### src/rtl/pipeline_stage_skid.sv
// Elastic pipeline stage: main + skid entry with valid/ready handshake,
// full flush and age-based selective squash on active-list tags.
module pipeline_stage_skid #(
  parameter int unsigned ADDR_WIDTH      = 32,
  parameter int unsigned PAYLOAD_WIDTH   = 128,
  parameter int unsigned FREE_LIST_WIDTH = 3
) (
  input  logic                       clk,
  input  logic                       rst_n,
  input  logic                       flush,
  input  logic                       squash_valid,
  input  logic [FREE_LIST_WIDTH-1:0] squash_index,
  input  logic [FREE_LIST_WIDTH-1:0] squash_head,
  input  logic                       in_valid,
  output logic                       in_ready,
  input  logic [ADDR_WIDTH-1:0]      in_pc,
  input  logic [PAYLOAD_WIDTH-1:0]   in_payload,
  input  logic [FREE_LIST_WIDTH-1:0] in_tag,
  output logic                       out_valid,
  input  logic                       out_ready,
  output logic [ADDR_WIDTH-1:0]      out_pc,
  output logic [PAYLOAD_WIDTH-1:0]   out_payload,
  output logic [FREE_LIST_WIDTH-1:0] out_tag,
  output logic [1:0]                 occupancy
);

  typedef struct packed {
    logic                       valid;
    logic [FREE_LIST_WIDTH-1:0] tag;
    logic [ADDR_WIDTH-1:0]      pc;
    logic [PAYLOAD_WIDTH-1:0]   payload;
  } entry_t;

  entry_t main_q, skid_q, main_d, skid_d, in_e;
  logic   in_ready_q;
  logic [1:0] occ_q;

  logic [FREE_LIST_WIDTH-1:0] age_ref, age_main, age_skid, age_in;
  logic main_keep, skid_keep, in_keep;

  always_comb begin
    in_e.valid   = 1'b1;
    in_e.tag     = in_tag;
    in_e.pc      = in_pc;
    in_e.payload = in_payload;

    // Ages relative to the active-list head; modulo wrap comes from truncation.
    age_ref  = squash_index - squash_head;
    age_main = main_q.tag - squash_head;
    age_skid = skid_q.tag - squash_head;
    age_in   = in_tag - squash_head;

    main_keep = main_q.valid && !(main_q.valid && out_ready)
                && !(squash_valid && (age_main > age_ref));
    skid_keep = skid_q.valid && !(squash_valid && (age_skid > age_ref));
    in_keep   = in_valid && in_ready_q && !(squash_valid && (age_in > age_ref));

    main_d = '0;
    skid_d = '0;
    // Survivors are packed oldest-first: main, then skid, then input.
    // Skid valid implies in_ready low, so at most two survivors exist.
    if (!flush) begin
      if (main_keep) begin
        main_d = main_q;
        if (skid_keep)
          skid_d = skid_q;
        else if (in_keep)
          skid_d = in_e;
      end else if (skid_keep) begin
        main_d = skid_q;
      end else if (in_keep) begin
        main_d = in_e;
      end
    end
  end

  always_ff @(posedge clk or negedge rst_n) begin
    if (!rst_n) begin
      main_q     <= '0;
      skid_q     <= '0;
      in_ready_q <= 1'b1;
      occ_q      <= '0;
    end else begin
      main_q     <= main_d;
      skid_q     <= skid_d;
      in_ready_q <= !skid_d.valid;
      occ_q      <= {1'b0, main_d.valid} + {1'b0, skid_d.valid};
    end
  end

  assign in_ready    = in_ready_q;
  assign out_valid   = main_q.valid;
  assign out_pc      = main_q.pc;
  assign out_payload = main_q.payload;
  assign out_tag     = main_q.tag;
  assign occupancy   = occ_q;

endmodule
### config.mk
export PLATFORM = sky130hd
export DESIGN_NAME = pipeline_stage_skid
export DESIGN_NICKNAME = d
export VERILOG_FILES = /design/src/rtl/pipeline_stage_skid.sv
export SDC_FILE = /design/constraint.sdc
export NUM_CORES = 1
export LEC_CHECK = 0
export ABC_CLOCK_PERIOD_IN_PS = 7490
export CORE_AREA = 2 2 208 210
export CTS_BUF_LIST = sky130_fd_sc_hd__clkbuf_4 sky130_fd_sc_hd__clkbuf_8
export CTS_CLUSTER_SIZE = 12
export DETAILED_ROUTE_END_ITERATION = 8
export DIE_AREA = 0 0 210 212
export GPL_ROUTABILITY_DRIVEN = 0
export SETUP_SLACK_MARGIN = 0.15
export SYNTH_ARGS = -nofsm -noshare
export SYNTH_HDL_FRONTEND = slang
export SYNTH_SLANG_ARGS = --single-unit
### constraint.sdc
create_clock -name clk -period 7.49 [get_ports clk]
set_input_delay 1.8725 -clock clk [delete_from_list [all_inputs] [get_ports clk]]
set_output_delay 1.8725 -clock clk [all_outputs]
set_load 0.01 [all_outputs]
# == Word level (Yosys, flattened, before mapping) ==
# Cells that the tools add are included.
# W data, S select, Z words.
# word_totals
ff_bits,331
latch_bits,0
mem_bits_rw,0
rom_bits,0
input_bits,175
output_inout_bits,167
elab_cells,39
mem_count,0
# op_classes
addsub,5
n_mul,0
n_div,0
order_cmp,3
n_eq_ne,1
n_shift,0
mux,6
bitwise_logic,0
n_reduce_logical,14
# op_table
op,n
$mux W164,6
$sub A3 B3 Y3,4
$gt A3 B3 Y1,3
$logic_and A1 B1 Y1,9
$logic_not A1 Y1,5
$add A1 B1 Y2,1
$ne A2 B2 Y1 const B,1

# == Depth between registers and ports, before layout ==
# logic_depth
ltp_word,10
depth_mapped,15
ltp_nobuf,12

# == Worst setup path before layout ==
# No wires, ideal clock.
# synth_timing
kind,input to register
startpoint,in squash_index[0]
endpoint,reg main_q (netlist bit out_tag[0])
setup_ns,0.141
arrival_ns,4.183
required_ns,7.349
path_slack_ns,3.166
stages,14
path_buffers,2
cell_sequence,inv_1 > ha_1 > inv_1 > fa_1 > xnor2_1 > xnor2_1 > ha_1 > nand3_1 > o211ai_1 > o21ai_1 > buf_2 > buf_4 > mux2i_1 > o22ai_1
# synth_via
elab_chain_len,9
elab_cells_between_ends,18
cone_classes,add/sub: 1; order compare: 3; eq/ne: 1; mux: 4; reduce/logical: 9
# synth_lines
item,line_no,source
start: declaration,12,"input logic [FREE_LIST_WIDTH-1:0] squash_index,"
$sub A3 B3 Y3 *,48,age_ref = squash_index - squash_head;
$gt A3 B3 Y1,56,in_keep = in_valid && in_ready_q && !(squash_valid && (age_in > age_ref));
$logic_and A1 B1 Y1,56,
$logic_not A1 Y1,56,
$logic_and A1 B1 Y1,56,
$mux W164,71,end else if (in_keep) begin
$mux W164,-,
$mux W164,63,if (main_keep) begin
$mux W164,62,if (!flush) begin
end signal: assignment,84,main_q <= main_d;
end: declaration,34,"entry_t main_q, skid_q, main_d, skid_d, in_e;"
# Mark *: on every way between the ends. The rest lies on a longest branch, timed or not. The select of a mux whose other input is x is not followed.
# A chain may end at the register's enable or synchronous reset.

==> summary.txt <==
Setup path
  – Critical R2R Launch: out_tag[0]$_DFFE_PN0P_
  – Reg-to-reg endpoint: skid_q[48]$_DFF_PN0_
  – Crit. End Element: flip-flop
  – Setup Crit Path Kind: in2reg
  – FF-to-FF path depth: 13
  – Crit start category: primary input
  – Data required time of the critical path: 7.98 ns
  – WP data arrival: 5.66 ns
  – Worst setup path start: squash_head[0]
  – Critical path peak fanout: 50
  – Flop2flop setup slack: 3.81 ns

Finish
  – Share of layout cells above drive strength 1: 8.11%
  – Area taken by multi-input logic gates: 5650 um^2
  – Final core occ: 46.2%
  – Fin area: 19600 um^2
  – Seq. cell area: 8280 um^2
  – Area Growth Syn to Fin: 34.2%
  – Nets: 1822
  – Fill cells: 3991

Run status
  – Outcome: finished clean

Pwr
  – P_sw: 1400 uW
  – Pwr dens: 241 nW/um^2
  – Combinational power share: 20.3%
  – Leakage power: 0.00951 uW
  – Switch share: 29.6%
  – Clock power share: 39.0%
  – Worst VDD drop: 123 uV
  – Part of the power in registers: 40.8%
  – P_int: 3330 uW

Place
  – Post-DP Area: 18300 um^2
  – I/O Buffers: 341
  – Hpwl dp: 25800 um

GRT
  – Global-route track usage on met2: 28.6%
  – First-pass GRT wire length: 68500 um
  – Busiest grt layer: met2
  – Total global-route track usage: 19.4%
  – Vias in the first global route: 11680
  – GR Layer Usage met3: 5.36%
  – GR Overflow Total: 0
  – Initial antenna violation count: 3
  – Met1 Resource Use GR: 27.7%
  – Largest net degree at the start of global routing: 173

Yosys
  – Largest cells by area after synthesis: dfrtp_1 (56%), mux2i_1 (11%), o2bb2ai_1 (9.7%)
  – Synth area leader: dfrtp_1
  – Prevailing post-synth register cell: dfrtp_1
  – Sequential fraction of the synthesis area: 56.7%
  – Number of enable flip-flop cells after synthesis: 0
  – Post-synth ARST share: 100%
  – Yosys warnings: 0
  – Synth Area per Inst: 10.9 um^2
  – Number of distinct library cells after synthesis: 33
  – Syn Nets: 1531
  – Cell Area, Synth: 14600 um^2
  – Synth top area share: 56.5%
  – Yosys reg bits: 331
  – Syn Inst Count: 1339

Hold path
  – Hold path cells: 1
  – Worst Hold Path EP: out_payload[82]$_DFFE_PN0P_
  – Min-delay src: out_payload[82]$_DFFE_PN0P_
  – Hold WC Path Type: reg2reg

Drt
  – Iter 0 DRT Violations: 796
  – Via count: 11413
  – First drt pass iteration count: 5
  – Drt via density: 5.13
  – WL final: 43400 um
  – Post-route ant nets: 0
  – WL/cell: 19.5 um
  – Residual DRC: 0

Floorplan
  – Die ar.: 44500 um^2
  – Ports: 342
  – Die W: 210 um
  – Std-Cell Rows: 76
  – Die Span Y: 212 um
  – Initial Util: 34.4%
  – Core box area: 42500 um^2

CTS
  – Clk sinks: 331
  – CTS tree: built
  – CTS Root Cell: clkbuf_8
  – Postcts setup bufs: 0
  – Max Root-Sink Buffers: 3
  – CTS Hold Buffers Added: 0
  – Worst-skew pair later-pin latency: 0.63 ns
  – Resize count post-CTS: 0
  – Num CTS Buffers: 58
  – # H-tree levels: 2
  – Clock transition at path regs: 0.06 ns

Timing
  – Fin crit period: 5.18 ns
  – RSZ-0062 raised after global routing: false
  – Final Max Slew Viols: 0
  – Final Setup Violations: 0
  – Achievable Freq: 0.193 GHz
  – Crit share post-route: 69.1%
  – Least-Margin Pin Slew: 1.20 ns
  – Setup TNS: 0 ns
  – Final Hold Viols: 0
  – Worst Skew: 0.0237 ns
  – Max-slew headroom: 20.0%

Run
  – Max cap viols: 0
## final cells by class
class | instances | share of cell area [%]
sequential | 331 | 42.2
multi-input combinational | 869 | 28.8
timing repair buffer | 359 | 18.6
clock buffer | 96 | 6.09
tap | 546 | 3.48
clock inverter | 11 | 0.593
inverter | 11 | 0.210
antenna | 1 | 0.0127
## state kept, by name (all words and copies together) (netlist names)
name,flops
out_pc,32
out_valid,1
in_ready,1
out_payload,128
skid_q,164
out_tag,3
occupancy,2
## critical path: stages
cell and delay [ns]:
clkdlybuf4s50_1 0.55, ha_1 0.18, inv_1 0.05, fa_1 0.39, xnor2_1 0.28, xnor2_1 0.19, ha_1 0.28, nand3_1 0.09
o211ai_1 0.09, nor2_1 0.33, or3_4 0.59, buf_4 0.60, nor2_1 0.12
## cells by family after synthesis
family                     after synthesis  synth area share [%]
and+or+nand+nor                        344                  9.04
DFF                                    331                  56.7
buffers and inverters                  139                  5.12
AOI/OAI and AO/OA                      335                  15.8
adders and majority gates               17                  1.66
xor gates and xnor gates                 9                 0.539
muxes                                  164                  11.2
## through the flow
stage	std cells	hold WS, ns	power [uW]	setup WS, ns
floorplan	1339	0.481	2460	3.17
global placement	2116	0.470	2920	1.68
detailed placement	2116	0.473	2930	1.59
CTS	2223	0.489	4810	2.25
global route	2224	0.495	4960	2.08
finish	2224	0.489	4730	2.31
## per-layer routing
layer	routed length (um)	up-vias
met4	870	2
met5	13	-
met1	19700	5727
met2	19500	387
met3	3290	61
li1	-	5236
## synthesized netlist by cell type (4+ instances only)
cell type,number
nand2_1,164
fa_1,4
a21oi_1,163
dfrtp_1,330
buf_6,15
o2bb2ai_1,162
clkbuf_1,42
xnor2_1,6
buf_2,43
inv_1,11
ha_1,13
buf_4,16
nor2_1,167
buf_1,12
mux2i_1,164
## power groups by stage
stage | Sequential, uW | Clock [uW] | Combinational, uW
finish | 1930 | 1840 | 958
global route | 1940 | 1980 | 1040
CTS | 1930 | 1900 | 976
detailed placement | 1960 | 0 | 973
global placement | 1960 | 0 | 963
floorplan | 1980 | 0 | 478
## worst max path at each step
stage                             endpoint  slack [ns]  cells past startpoint
finish                skid_q[48]$_DFF_PN0_        2.31                     13
floorplan           out_tag[0]$_DFFE_PN0P_        3.17                     14
global route          skid_q[49]$_DFF_PN0_        2.08                     13
detailed placement    skid_q[48]$_DFF_PN0_        1.59                     13
CTS                   skid_q[53]$_DFF_PN0_        2.25                     13
global placement      skid_q[65]$_DFF_PN0_        1.68                     13
## cell usage in the layout (no fill, tap or decap), drive strengths merged, types with 6 or more instances in the layout
master         synthesis  layout
clkdlybuf4s50          0     340
dfrtp                330     330
nor2                 167     167
nand2                164     164
mux2i                164     164
a21oi                163     163
o2bb2ai              162     162
clkbuf                42      96
buf                   86      19
ha                    13      13
inv                   11      11
xnor2                  6       6
clkinv                 0       6
No activity file was read; power rests on OpenSTA's default activity.
